==> config.mk <==
export PLATFORM = sky130hd
export DESIGN_NAME = alu_sequencer
export DESIGN_NICKNAME = d
export VERILOG_FILES = /design/src/rtl/alu_sequencer.sv
export SDC_FILE = /design/constraint.sdc
export NUM_CORES = 1
export LEC_CHECK = 0
export CORE_MARGIN = 3
export CORE_UTILIZATION = 68
export CTS_CLUSTER_SIZE = 25
export DETAILED_ROUTE_END_ITERATION = 7
export DONT_BUFFER_PORTS = 1
export PLACE_DENSITY = 0.93
export SYNTH_ARGS = -nofsm -noshare
export SYNTH_HDL_FRONTEND = slang
export SYNTH_SLANG_ARGS = --single-unit
==> constraint.sdc <==
create_clock -name clk -period 2.55 [get_ports clk]
set_input_delay 0 -clock clk [delete_from_list [all_inputs] [get_ports clk]]
set_output_delay 0 -clock clk [all_outputs]
set_load 0.05 [all_outputs]
==> src/rtl/alu_sequencer.sv <==
// Command-driven controller for a 16-bit zx/nx/zy/ny/f/no ALU.
// It accepts one op per command handshake and drives the ALU operands and control bits.
// It captures the result and flags and returns them on a response handshake.
// MUL is a WIDTH-cycle shift-and-add that routes each partial sum through the ALU adder.
module alu_sequencer #(
    parameter int unsigned WIDTH  = 16,
    parameter bit          MUL_EN = 1'b1
) (
    input  logic             clk,
    input  logic             rst_n,
    input  logic             cmd_valid,
    output logic             cmd_ready,
    input  logic [3:0]       cmd_op,
    input  logic [WIDTH-1:0] cmd_a,
    input  logic [WIDTH-1:0] cmd_b,
    output logic [WIDTH-1:0] alu_x,
    output logic [WIDTH-1:0] alu_y,
    output logic [5:0]       alu_ctl,
    input  logic [WIDTH-1:0] alu_out,
    input  logic             alu_zr,
    input  logic             alu_ng,
    output logic             rsp_valid,
    input  logic             rsp_ready,
    output logic [WIDTH-1:0] rsp_data,
    output logic             rsp_zr,
    output logic             rsp_ng,
    output logic             rsp_err,
    output logic             busy
);

    localparam int unsigned CW = (WIDTH > 1) ? $clog2(WIDTH) : 1;
    localparam logic [3:0] OP_MUL = 4'd13;
    localparam logic [5:0] CTL_ADD = 6'b000010;

    typedef enum logic [1:0] {StIdle, StExec, StMul, StResp} state_t;

    state_t           state_q, state_d;
    logic [3:0]       op_q;
    logic [WIDTH-1:0] a_q, b_q;
    logic [WIDTH-1:0] acc_q, mcand_q, mplier_q;
    logic [CW-1:0]    count_q;
    logic [WIDTH-1:0] rsp_data_q;
    logic             rsp_zr_q, rsp_ng_q, rsp_err_q;

    logic             op_legal;
    logic [5:0]       op_ctl;
    logic [WIDTH-1:0] acc_next;
    logic             mul_last;

    // Opcode to ALU control decode; MUL is not an EXEC op, so it decodes as illegal here.
    always_comb begin
        op_legal = 1'b1;
        op_ctl   = 6'b000000;
        case (op_q)
            4'd0:    op_ctl = 6'b101010;
            4'd1:    op_ctl = 6'b111111;
            4'd2:    op_ctl = 6'b111010;
            4'd3:    op_ctl = 6'b001100;
            4'd4:    op_ctl = 6'b110000;
            4'd5:    op_ctl = 6'b001101;
            4'd6:    op_ctl = 6'b001111;
            4'd7:    op_ctl = 6'b011111;
            4'd8:    op_ctl = 6'b000010;
            4'd9:    op_ctl = 6'b010011;
            4'd10:   op_ctl = 6'b000111;
            4'd11:   op_ctl = 6'b000000;
            4'd12:   op_ctl = 6'b010101;
            default: op_legal = 1'b0;
        endcase
    end

    // Multiply step: the ALU computes acc + mcand, kept only when the multiplier LSB is set.
    always_comb begin
        acc_next = mplier_q[0] ? alu_out : acc_q;
        mul_last = (count_q == CW'(WIDTH - 1));
    end

    // Next-state and ALU/handshake outputs.
    always_comb begin
        state_d   = state_q;
        cmd_ready = 1'b0;
        rsp_valid = 1'b0;
        alu_x     = '0;
        alu_y     = '0;
        alu_ctl   = 6'b000000;
        unique case (state_q)
            StIdle: begin
                cmd_ready = 1'b1;
                if (cmd_valid) begin
                    state_d = (MUL_EN && cmd_op == OP_MUL) ? StMul : StExec;
                end
            end
            StExec: begin
                alu_x   = a_q;
                alu_y   = b_q;
                alu_ctl = op_legal ? op_ctl : 6'b000000;
                state_d = StResp;
            end
            StMul: begin
                alu_x   = acc_q;
                alu_y   = mcand_q;
                alu_ctl = CTL_ADD;
                if (mul_last) begin
                    state_d = StResp;
                end
            end
            StResp: begin
                rsp_valid = 1'b1;
                if (rsp_ready) begin
                    state_d = StIdle;
                end
            end
            default: state_d = StIdle;
        endcase
    end

    // State register.
    always_ff @(posedge clk or negedge rst_n) begin
        if (!rst_n) begin
            state_q <= StIdle;
        end else begin
            state_q <= state_d;
        end
    end

    // Command latch, multiply datapath and response capture.
    always_ff @(posedge clk or negedge rst_n) begin
        if (!rst_n) begin
            op_q       <= '0;
            a_q        <= '0;
            b_q        <= '0;
            acc_q      <= '0;
            mcand_q    <= '0;
            mplier_q   <= '0;
            count_q    <= '0;
            rsp_data_q <= '0;
            rsp_zr_q   <= 1'b0;
            rsp_ng_q   <= 1'b0;
            rsp_err_q  <= 1'b0;
        end else begin
            unique case (state_q)
                StIdle: begin
                    if (cmd_valid) begin
                        op_q      <= cmd_op;
                        a_q       <= cmd_a;
                        b_q       <= cmd_b;
                        acc_q     <= '0;
                        mcand_q   <= cmd_a;
                        mplier_q  <= cmd_b;
                        count_q   <= '0;
                        rsp_err_q <= 1'b0;
                    end
                end
                StExec: begin
                    if (op_legal) begin
                        rsp_data_q <= alu_out;
                        rsp_zr_q   <= alu_zr;
                        rsp_ng_q   <= alu_ng;
                        rsp_err_q  <= 1'b0;
                    end else begin
                        rsp_data_q <= '0;
                        rsp_zr_q   <= 1'b1;
                        rsp_ng_q   <= 1'b0;
                        rsp_err_q  <= 1'b1;
                    end
                end
                StMul: begin
                    acc_q    <= acc_next;
                    mcand_q  <= mcand_q << 1;
                    mplier_q <= mplier_q >> 1;
                    count_q  <= count_q + 1'b1;
                    if (mul_last) begin
                        // Flags come from the truncated product, not from the last ALU pass.
                        rsp_data_q <= acc_next;
                        rsp_zr_q   <= (acc_next == '0);
                        rsp_ng_q   <= acc_next[WIDTH-1];
                    end
                end
                default: ;
            endcase
        end
    end

    assign rsp_data = rsp_data_q;
    assign rsp_zr   = rsp_zr_q;
    assign rsp_ng   = rsp_ng_q;
    assign rsp_err  = rsp_err_q;
    assign busy     = (state_q != StIdle);

endmodule

==> results.md, run 1 <==
- Fillers: 299
- CTS Buf Count: 9
- Wirelength per Cell: around 26 um
- Crit Path Category: register to output port
- Slew HR: 37.64%
- Most common cell in the synthesized netlist: dfrtp_1
- Synth area leader: dfrtp_1
- Mean Syn Cell Area: 10.75 um^2
- Post-synthesis sequential element count: around 110
- Worst path cell trace: inv_1, ha_1, and2_1, buf_4, a22o_1, buf_12
- Vias per std cell: 7.061
- Crit-path max FO: 32
- GRT Resource Usage Total: 39.25%
- CP Launch Type: register
- Final Skew: 15.14 ps
- Area Overhead vs Synth: 28.01%
- Hold_ws: between 10 and 15 ps
- Yosys top cell area share: 49.56%
- Post-synth EDFFs: 0
- Overflow after GRT: 0
- Core area: roughly 7800 um^2
- Routability congestion estimate: 0.8849
- 1st-pass router iterations: 5
- Global-route wire length before repair: approximately 27000 um
- Placed cell area: 6203 um^2
- DP HPWL: 9876 um
- Clock Latency Late Sink: 370 ps
- Hold Path Depth: 3
- Commonest cells in the netlist: 109 x dfrtp_1, 52 x nand2_1, 49 x mux2_2, 47 x a22o_1, 40 x o21ai_0
- Compound-Gate Fraction of Synth Area: about 17%
- Maxcap violations: 0
- RSZ-0062 raised after global routing: false
- Root Buffer: clkbuf_8
- # IOs: 118
- Pint: 5.848 mW
- Sw Ratio: 48.38%
- Adder-cell share of the synthesized area: roughly 1.5%
- Flop2flop setup slack: roughly 220 ps
- Post-synthesis mux area share: 16.39%
- Total power: roughly 11 mW
- Synth area leaders: dfrtp_1 50%, mux2_2 10%, a22o_1 7.5%, mux2i_1 6.4%, o21ai_0 3.6%
- Worst EP required: 2550 ps
- Cell Area, Synth: roughly 5500 um^2
- Post-Route Setup TNS: 0 ps
- FF-to-FF path depth: 6
- Die Y-Extent: around 96 um
- Reg-to-Reg Start: state_q[1]$_DFFE_PN0P_
- Residual DRC: 0
- Seq/Total Area, Yosys: 49.56%
- Via count: 4886
- Worst Hold End: rsp_data[6]$_DFFE_PN0P_
- Pleak: ~3.0 nW
- Synth unique cells: 41
- Top_reg_cell synth: dfrtp_1
- Setup crit end kind: output port
- Pwr/cell area: between 1500 and 2000 nW/um^2
- Row count: 32
- Die ar.: slightly above 9000 um^2
- Die X-Extent: 95.97 um
- Synth Net Count: 576
- Final setup viols: 0
- # diodes: 0
- CTS tree: done
- Net Switching: around 5.5 mW
- Setup Fix Bufs, Post-CTS: 0
- Async SR Flop Fraction: 100.0%
- Largest family of logic cells by synthesized area: compound AO/OA/AOI/OAI gates
- Worst min path class: input pin to register
- Layout cell share with drive strength beyond 1: 20.68%
- Hold Path Origin: alu_out[6]
- Max clock buf depth: 2
- Clock Power Share: 11.4%
- Iteration-0 DRC count of the detailed router: 480
- Cells after Synth: 512
- Simple-gate share of the synthesized area: 10.59%
- Post-route design area: 7046 um^2
- Largest net degree at the start of global routing: 110
- Warnings, synthesis: 0
- Max VDD drop: 1.245 mV
- CTS HTree Levels: 3
- Final hold vios: 0
- Port bufs: 0
- Reg power frac: 34.8%
- Final core occ: between 90% and 100%
- CP max stage delay: 430 ps
- Crit. Startpoint: state_q[1]$_DFFE_PN0P_
- Fin. max-slew vios: 0
- Synth Area in XOR/XNOR: less than 1%
- Initial Util: just over 70%
- # clock sinks: 109
- Clock slew at reported path FFs: 110 ps
- Initial antenna violation count: 0
- Combinational power share: 53.8%
- Worst Path Arrival: 2390 ps
- RR Endpoint: mplier_q[3]$_DFFE_PN0P_
- Tmin final: 2386 ps
- Least-Margin Pin Slew: 932.7 ps
- Post-route ant nets: 0
- Vias in the first global route: 4923
- Slowest-stage cell, CP: dfrtp_1
- WL final: roughly 18000 um
- Final Cycle Share: 93.56%
- Net count, final: about 650
- Status: complete, no violations
- Max Clk Rate: 419.1 MHz
per-layer routing:
layer | vias to the layer above | track usage (%) | part of all wire (%)
li1 | 2005 | - | -
met1 | 2394 | 50.16 | 36
met2 | 394 | 63.81 | 49
met3 | 93 | 7.271 | 9.4
met4 | 0 | 20.38 | 4.9
met5 | - | 0 | 0
timing repair:
| item | 4_1_cts | 5_1_grt |
|---|---|---|
| setup endpoints to repair | 32 | 7 |
| hold endpoints to repair | 216 | 109 |
| hold buffers | 55 | 2 |
| gates resized for setup | 1 | 2 |
placed cells by master, fill, tap and decap left out, drive strengths merged, types with 10 or more instances in the layout:
cell | Yosys | layout
dfrtp | 109 | 109
dlygate4sd3 | 0 | 56
clkbuf | 15 | 10
a21oi | 16 | 16
o21ai | 42 | 42
mux2 | 49 | 49
buf | 27 | 48
a31oi | 17 | 17
nand3 | 16 | 16
nand2 | 53 | 53
a22o | 47 | 47
mux2i | 35 | 35
nor2 | 25 | 25
power groups by stage:
stage	sequential (mW)	clock, mW	combinational (mW)
global placement	3.80	0	5.40
floorplan	3.50	0	4.03
detailed placement	3.87	0	5.63
global route	4.02	1.36	6.38
finish	3.94	1.30	6.09
CTS	3.85	1.27	5.79
per-stage QoR:
step                std cells  setup WS, ps
floorplan                 512         454.1
global placement          619         324.0
detailed placement        619         175.0
CTS                       690         208.9
global route              692         88.09
finish                    692         164.2
logic make-up after synthesis:
family,count (synthesis)
simple gates,124
xor+xnor,2
flops,109
fa+ha+maj,7
mux,84
buf+inv,49
compound gates,137
critical path: cells and delay by family, from the launching register on:
kind	cells	cell delay, ps
buffers and inverters	3	680
flip-flops	1	430
adder cells (fa/ha/maj)	1	390
AO/OA/AOI/OAI	1	310
AND/OR/NAND/NOR	1	200
flip-flops by register name, indices dropped and copies added, names as in the netlist:
| register | count |
|---|---|
| op_q | 4 |
| a_q | 16 |
| acc_q | 16 |
| rsp_zr | 1 |
| rsp_ng | 1 |
| state_q | 2 |
| rsp_err | 1 |
| rsp_data | 16 |
| b_q | 16 |
| mplier_q | 16 |
| count_q | 4 |
| mcand_q | 16 |
how the worst max path moves through the flow:
stage	to	slack, ps	cells past startpoint
floorplan	acc_q[10]$_DFFE_PN0P_	450	8
global placement	alu_x[1]	320	5
detailed placement	alu_x[1]	180	5
CTS	alu_y[8]	210	5
global route	alu_y[8]	90	6
finish	alu_y[8]	160	6
cell type report:
cell class	instances	area, um^2	area share (%)
timing repair buffer	104	1358	19.27
clock inverter	6	110.1	1.563
tap	102	127.6	1.811
multi-input combinational	354	2559	36.32
sequential	109	2728	38.71
inverter	7	26.28	0.3729
clock buffer	10	137.6	1.953
No activity file was read; power rests on OpenSTA's default activity.
==> inputs of run 2 (changes only) <==
- BUFFER_PORTS_ARGS: not set -> -buffer_cell sky130_fd_sc_hd__buf_2
- CELL_PAD_IN_SITES_DETAIL_PLACEMENT: not set -> 1
- CELL_PAD_IN_SITES_GLOBAL_PLACEMENT: not set -> 2
- CORE_UTILIZATION: 68 -> 37
- DONT_BUFFER_PORTS: 1 -> not set
==> run 2 against run 1 <==
Sequential cell count did not move. Total power fell by 8.9%. Final cell count rose by 22%.
==> results.md, run 2 (synthesis gave the netlist of run 1 again) <==
- Iteration-0 DRC count of the detailed router: 215 (-55%)
- Slew HR: 44.38% (+6.7 points)
- Most frequent cells in the layout: 116 x buf_2, 109 x dfrtp_1, 52 x nand2_1
- Tmin final: 2327 ps (-58.64 ps)
- Fin. max-slew vios: 0 (unchanged)
- Initial Util: 38.75% (-32 points)
- Crit-path max FO: 33 (+3.1%)
- Crit Path Category: register to output port
- CTS tree: done
- Clock Latency Late Sink: 350 ps (-20 ps)
- GRT Resource Usage Total: 20.71% (-19 points)
- Final Cycle Share: 91.26% (-2.3 points)
- Die Y-Extent: 128.0 um (+33%)
- Worst Path Arrival: 2330 ps (-60 ps)
- DP HPWL: 11290 um (+14%)
- Vias per std cell: 5.471 (-23%)
- CP Launch Type: register
- # diodes: 0 (unchanged)
- Port bufs: 117 (+117)
- Maxcap violations: 0 (unchanged)
- Fillers: 1597 (+430%)
- Status: complete, no violations
- Post-route insts no fill: 845 (+22%)
- 1st-pass router iterations: 6 (+1)
- Max Clk Rate: 429.7 MHz (+2.5%)
- CP max stage delay: 410 ps (-20 ps)
- Pwr/cell area: 1468 nW/um^2 (-8.7%)
- WL final: 16810 um (-5.1%)
- CTS Buf Count: 9 (unchanged)
- Net count, final: 724 (+12%)
- Slowest-stage cell, CP: dfrtp_1
- # IOs: 118 (unchanged)
- Placed cells: 778 (+26%)
- Worst EP required: 2550 ps (about the same)
- Final hold vios: 0 (unchanged)
- Die ar.: 16380 um^2 (+78%)
- Final setup viols: 0 (unchanged)
- Setup Fix Bufs, Post-CTS: 0 (unchanged)
- CTS HTree Levels: 3 (unchanged)
- Vias in the first global route: 4990 (+1.4%)
- Residual DRC: 0 (unchanged)
- Clock slew at reported path FFs: 70 ps (-40 ps)
- Final Skew: 4.811 ps (-10.33 ps)
- Die X-Extent: 128.0 um (+33%)
- Wirelength per Cell: 19.89 um (-22%)
- Worst path cell trace: inv_1, ha_1, and2_1, buf_4, a22o_1, buf_2
- Pleak: 3.228 nW (+6.8%)
- Commonest non-fill, non-tap cell in the layout: buf_2
- Least-Margin Pin Slew: 831.8 ps (-100.8 ps)
- Root Buffer: clkbuf_16
- Max clock buf depth: 2 (unchanged)
- Largest net degree at the start of global routing: 64 (-42%)
- Area Overhead vs Synth: 27.69%
- Routability congestion estimate: 0.8194 (-7.4%)
- Core area: 14200 um^2 (+82%)
- Overflow after GRT: 0 (unchanged)
- Global-route wire length before repair: 26720 um (-1.7%)
- Layout cell share with drive strength beyond 1: 29.92% (+9.2 points)
- WP buf/inv: 3 (unchanged)
- Largest delay share family, worst path: buffers and inverters
- RSZ-0062 raised after global routing: false
- Worst min path class: input pin to register
- Post-route ant nets: 0 (unchanged)
- Row count: 43 (+34%)
- Post-Route Setup TNS: 0 ps (unchanged)
- Setup crit end kind: output port
- Max VDD drop: 0.6746 mV (-46%)
- # clock sinks: 109 (unchanged)
- Initial antenna violation count: 0 (unchanged)
- Via count: 4623 (-5.4%)
==> run 2: cell count changes in the layout (fill, tap and decap cells not counted), sizes merged <==
cell         previous run  this run
bufinv                  3         0
clkinvlp                2         3
buf                    48       128
dlygate4sd3            56        51
clkbuf                 10        11
clkinv                  1         2
==> run 2: timing repair <==
action / in CTS / in global routing
endpoints found under the hold margin: 133 / 0
gates resized for setup: 0 / 0
hold buffers: 51 / 0
==> run 2: report_power, final <==
group | internal (mW) | switching (mW) | total, mW
clock network | 0.691 | 0.663 | 1.35
registers | 2.57 | 0.743 | 3.31
logic | 1.97 | 3.69 | 5.65
==> run 2: path summary, 6_finish.rpt <==
check / start / to / slack [ps] / cells after the start
worst min register to register: a_q[0]$_DFFE_PN0P_ / a_q[0]$_DFFE_PN0P_ / 480 / 1
worst min-delay path: cmd_a[0] / a_q[0]$_DFFE_PN0P_ / 10 / 3
worst max register to register: state_q[1]$_DFFE_PN0P_ / mcand_q[9]$_DFFE_PN0P_ / 490 / 5
max in group asynchronous: rst_n / rsp_err$_DFFE_PN0P_ / 1560 / 3
min in group asynchronous: rst_n / b_q[8]$_DFFE_PN0P_ / 190 / 2
worst max-delay path: state_q[1]$_DFFE_PN0P_ / alu_y[1] / 220 / 6
==> run 2: area by class of cell <==
| cell class | count | area [um^2] | share of cell area (%) |
|---|---|---|---|
| well taps | 180 | 225.2 | 3.205 |
| flip-flops and latches | 109 | 2728 | 38.81 |
| repair buffers | 179 | 1219 | 17.34 |
| multi-input cells | 354 | 2551 | 36.30 |
| clock buffers | 11 | 242.7 | 3.454 |
| inverters | 7 | 26.28 | 0.3739 |
| clock inverters | 5 | 36.28 | 0.5163 |
==> run 2: worst reg2reg max path, stage by stage, from the launching register on <==
cell	delay (ps)
dfrtp_1	430
inv_1	130
ha_1	520
mux2i_4	430
buf_12	270
o21ai_0	160
==> run 2: per-stage QoR <==
stage                     power [mW]  utilization (%)  worst slack [ps]  instance area, um^2  hold WS (ps)
final                          10.32            49.48             222.8                 7028         13.11
after global routing           10.99            49.48             73.29                 7028         11.67
after CTS                      10.38            49.48             244.4                 7028        0.2915
after detailed placement       8.925            43.92             508.3                 6238         62.45
after global placement         8.697            43.92             633.3                 6238         45.41
after floorplan                7.524                -             454.1                 5504        -295.6
==> run 2: metal layers <==
layer	vias to the layer above	GRT usage [%]	share of wire, %
met3	29	5.333	4.8
met5	-	0	0
li1	2155	-	-
met2	117	34.60	49
met1	2322	26.75	44
met4	0	5.618	1.8
